===== config.mk =====
export PLATFORM = sky130hd
export DESIGN_NAME = sync_fifo
export DESIGN_NICKNAME = d
export VERILOG_FILES = /design/src/rtl/sync_fifo.sv
export SDC_FILE = /design/constraint.sdc
export NUM_CORES = 1
export LEC_CHECK = 0
export CAP_MARGIN = 20
export CORE_MARGIN = 2
export CORE_UTILIZATION = 59
export DETAILED_ROUTE_END_ITERATION = 8
export PLACE_DENSITY = 0.74
export SYNTH_ARGS = -nofsm -noshare
export SYNTH_HDL_FRONTEND = slang
export SYNTH_SLANG_ARGS = --single-unit

===== constraint.sdc =====
create_clock -name clk -period 3.2 [get_ports clk]
set_input_delay 0.8 -clock clk [delete_from_list [all_inputs] [get_ports clk]]
set_output_delay 0.8 -clock clk [all_outputs]
set_load 0.01 [all_outputs]

===== src/rtl/sync_fifo.sv =====
// Single-clock FIFO with occupancy count, full/empty/almost-full flags and registered read data.
// Define SYNC_FIFO_ERR_EN to build the sticky overflow/underflow flags.
module sync_fifo #(
  parameter int W        = 8,
  parameter int DEPTH    = 16,
  parameter int AF_LEVEL = DEPTH - 2
) (
  input  logic                     clk,
  input  logic                     rst,
  input  logic                     wr_en,
  input  logic [W-1:0]             wr_data,
  input  logic                     rd_en,
  output logic [W-1:0]             rd_data,
  output logic                     rd_valid,
  output logic                     full,
  output logic                     empty,
  output logic                     almost_full,
  output logic [$clog2(DEPTH):0]   count,
  output logic                     overflow,
  output logic                     underflow
);

  localparam int AW = $clog2(DEPTH);
  localparam int CW = AW + 1;

  logic [W-1:0]  mem [DEPTH];
  logic [AW-1:0] wp;
  logic [AW-1:0] rp;
  logic          wr_ok;
  logic          rd_ok;

  // Acceptance uses pre-edge flags only, so a full FIFO rejects a write
  // even when a read drains an entry in the same cycle.
  assign wr_ok = wr_en && !full;
  assign rd_ok = rd_en && !empty;

  assign full        = (count == CW'(DEPTH));
  assign empty       = (count == '0);
  assign almost_full = (count >= CW'(AF_LEVEL));

  always_ff @(posedge clk) begin
    if (wr_ok) begin
      mem[wp] <= wr_data;
    end
  end

  always_ff @(posedge clk) begin
    if (rst) begin
      wp       <= '0;
      rp       <= '0;
      count    <= '0;
      rd_data  <= '0;
      rd_valid <= 1'b0;
    end else begin
      rd_valid <= rd_ok;
      if (wr_ok) begin
        wp <= wp + AW'(1);
      end
      if (rd_ok) begin
        rp      <= rp + AW'(1);
        rd_data <= mem[rp];
      end
      unique case ({wr_ok, rd_ok})
        2'b10:   count <= count + CW'(1);
        2'b01:   count <= count - CW'(1);
        default: count <= count;
      endcase
    end
  end

`ifdef SYNC_FIFO_ERR_EN
  always_ff @(posedge clk) begin
    if (rst) begin
      overflow  <= 1'b0;
      underflow <= 1'b0;
    end else begin
      if (wr_en && full) begin
        overflow <= 1'b1;
      end
      if (rd_en && empty) begin
        underflow <= 1'b1;
      end
    end
  end
`else
  assign overflow  = 1'b0;
  assign underflow = 1'b0;
`endif

endmodule


==> impl_metrics.py <==
metrics = {
    "outcome": {
        "outcome": "complete, no violations",
    },
    "setup_path": {
        "critPathCaptureType": "primary output",
        "cp_slowest_cell": "or4_4",
        "arrival_ns": 2.20,
        "required_ns": 2.40,
        "reg2reg_depth": 8,
        "max_stage_delay_ns": 0.62,
        "critPathLaunchType": "flip-flop",
        "crit_chain": "or4_4, nor2_1, clkdlybuf4s50_1",
        "path_max_fanout": 7,
        "path_class": "reg -> out",
    },
    "power": {
        "powerDensity_nw_per_um2": 761,
        "design_power_total_mw": 5.44,
        "ir_worst_vdd_uv": 410,
        "cellLeakagePower_nw": 2.33,
    },
    "synthesis": {
        "syn-instance-count": 392,
        "synth_ff_type": "edfxtp_1",
        "synth.area.mux_share": 0.114,
        "ys_seq_area_frac": 0.706,
        "synth_top_family_by_area": "multiplexers",
        "ys_ff_latch": 150,
        "synth_cell_types": 37,
        "synth_fa_ha_area_frac": 0.0219,
        "synth_compound_area_frac": 0.0588,
        "mappedNetlistArea_um2": 6070,
        "yosysWarningCount": 0,
        "synth_xor_area_frac": 0.0130,
        "synth-edff-count": 128,
        "avgSynthCellArea_um2": 15.5,
        "synthArstFlopShare": 0,
        "yosys.area_share.simple": 0.0579,
    },
    "route": {
        "vias": 3433,
        "drt_iter0_drc": 266,
        "wl_per_cell_um": 21.3,
        "post-route-drc-count": 0,
        "firstDrtPassIters": 5,
        "finalWirelength_mm": 12.5,
        "vias_per_cell": 5.87,
        "ant_nets": 0,
    },
    "place": {
        "dp_slack_ns": -0.106,
        "dpl_cell_area_um2": 6540,
        "io_buffers": 28,
        "globalplace.congestion": 0.820,
        "dp_cells": 553,
        "hpwl_mm": 7.95,
    },
    "sta": {
        "slew_headroom": 0.495,
        "worst_pin_slew_ns": 0.755,
        "finalMaxSlewViolations": 0,
        "tns_ns": 0,
        "finalHoldViolCount": 0,
        "fmax_ghz": 0.333,
        "fin_ws_ns": 0.200,
        "rsz0062_at_grt": "no",
        "finalCriticalPeriod_ns": 3.00,
        "final.period_utilization": 0.938,
        "setup_viol": 0,
        "clock_skew_ns": 0.00763,
    },
    "global_route": {
        "grt_usage": 0.241,
        "grt_pass1_wl_mm": 19.3,
        "grt_pass1_vias": 3404,
        "overflow": 0,
        "antenna_found_initial": 0,
        "grt_max_degree": 35,
    },
    "cells_and_area": {
        "fin_cells": 585,
        "finalNetCount": 458,
        "drive_above_1_share": 0.127,
        "final_common_cell": "edfxtp_1",
        "final_cell_mix": "edfxtp_1, mux2i_1, nor2_1, o22ai_1, clkdlybuf4s50_1",
        "area_growth_pct": 17.8,
        "num_antenna_cells": 0,
        "final_area_um2": 7150,
    },
    "job": {
        "max_cap_violations": 0,
    },
    "die": {
        "die_area_um2": 11100,
        "num_rows": 37,
        "die_x_um": 105,
        "num_io_pins": 31,
        "die_h_um": 105,
        "initial_core_util": 0.599,
        "core-area_um2": 10100,
    },
    "cts": {
        "cts_made_buffers": 17,
        "cts_htree_levels": 4,
        "clkSinkCount": 150,
        "clockRootBuffer": "clkbuf_8",
        "insertion_delay_ns": 0.52,
        "cts_max_path_buffers": 2,
        "clkTransAtPathRegs_ns": 0.06,
        "cts_setup_buffers": 0,
        "cts_tree": "built",
    },
    "worst_hold_path": {
        "holdPathStages": 2,
        "hp-class": "reg -> reg",
    },
}
-- worst max-delay path: cells and delay by family, from the launching register on --
kind / cells / cell delay (ns)
buffers and inverters: 1 / 0.55
flip-flops: 1 / 0.39
AND/OR/NAND/NOR: 2 / 0.74
-- what timing repair did --
| item | in CTS | in global routing |
|---|---|---|
| endpoints found under the setup margin | 0 | 1 |
| resized for setup | 0 | 1 |
| hold buffers | 0 | 0 |
-- final timing paths --
kind / from / endpoint / slack (ns)
min reg2reg: rd_data[0] / rd_data[0] / 0.50
min: rd_data[0] / rd_data[0] / 0.50
max reg2reg: count[1] / count[4] / 0.49
max: count[1] / full / 0.20
-- per-stage QoR --
stage	hold WS, ns	util
after floorplan	0.520	-
after global placement	0.487	0.645
after detailed placement	0.495	0.645
after CTS	0.504	0.705
after global routing	0.538	0.705
final	0.500	0.705
-- routing by layer --
| metal | global-route usage | part of all wire | up-vias |
|---|---|---|---|
| li1 | - | - | 1595 |
| met1 | 0.323 | 0.42 | 1689 |
| met2 | 0.380 | 0.49 | 125 |
| met3 | 0.0526 | 0.067 | 24 |
| met4 | 0.110 | 0.023 | 0 |
| met5 | 0 | 0 | - |
-- cells in the mapped netlist, types with 4 or more instances --
master,count,share of area
edfxtp_1,128,0.63
nor2_1,37,0.023
inv_1,4,0.0025
nor4_1,9,0.0093
o22ai_1,32,0.033
clkbuf_1,5,0.0031
dfxtp_1,22,0.073
mux2i_1,68,0.11
buf_4,7,0.0087
xor2_1,6,0.0087
nor3_1,4,0.0033
nand3b_1,4,0.0049
buf_2,6,0.0049
a211oi_1,8,0.0099
nand2_1,5,0.0031
ha_1,9,0.019
-- kinds of logic (layout without fill, tap and decap cells) --
logic type               count (synthesis)  in the layout
adder cells (fa/ha/maj)                 10             10
buffers and inverters                   29             85
flip-flops                             150            150
other                                    1              2
AO/OA/AOI/OAI                           52             52
AND/OR/NAND/NOR                         72             72
XOR/XNOR                                 9              9
multiplexers                            69             69
-- layout make-up --
type	count	area (um2)
Sequential cell	150	4290
Fill cell	678	2990
Multi-Input combinational cell	214	1620
Timing Repair Buffer	49	450
Clock buffer	18	428
Clock inverter	14	175
Tap cell	136	170
Inverter	4	15.0
-- state kept, by name, indices dropped and copies added (netlist names) --
signal,flops
count,5
mem,128
rd_data,8
rd_valid,1
rp,4
wp,4
-- report_power, final --
group | switching (mW) | internal [mW]
combinational | 0.575 | 0.493
clock | 0.765 | 1.21
sequential | 0.132 | 2.26
(Power assumes the default switching activity.)
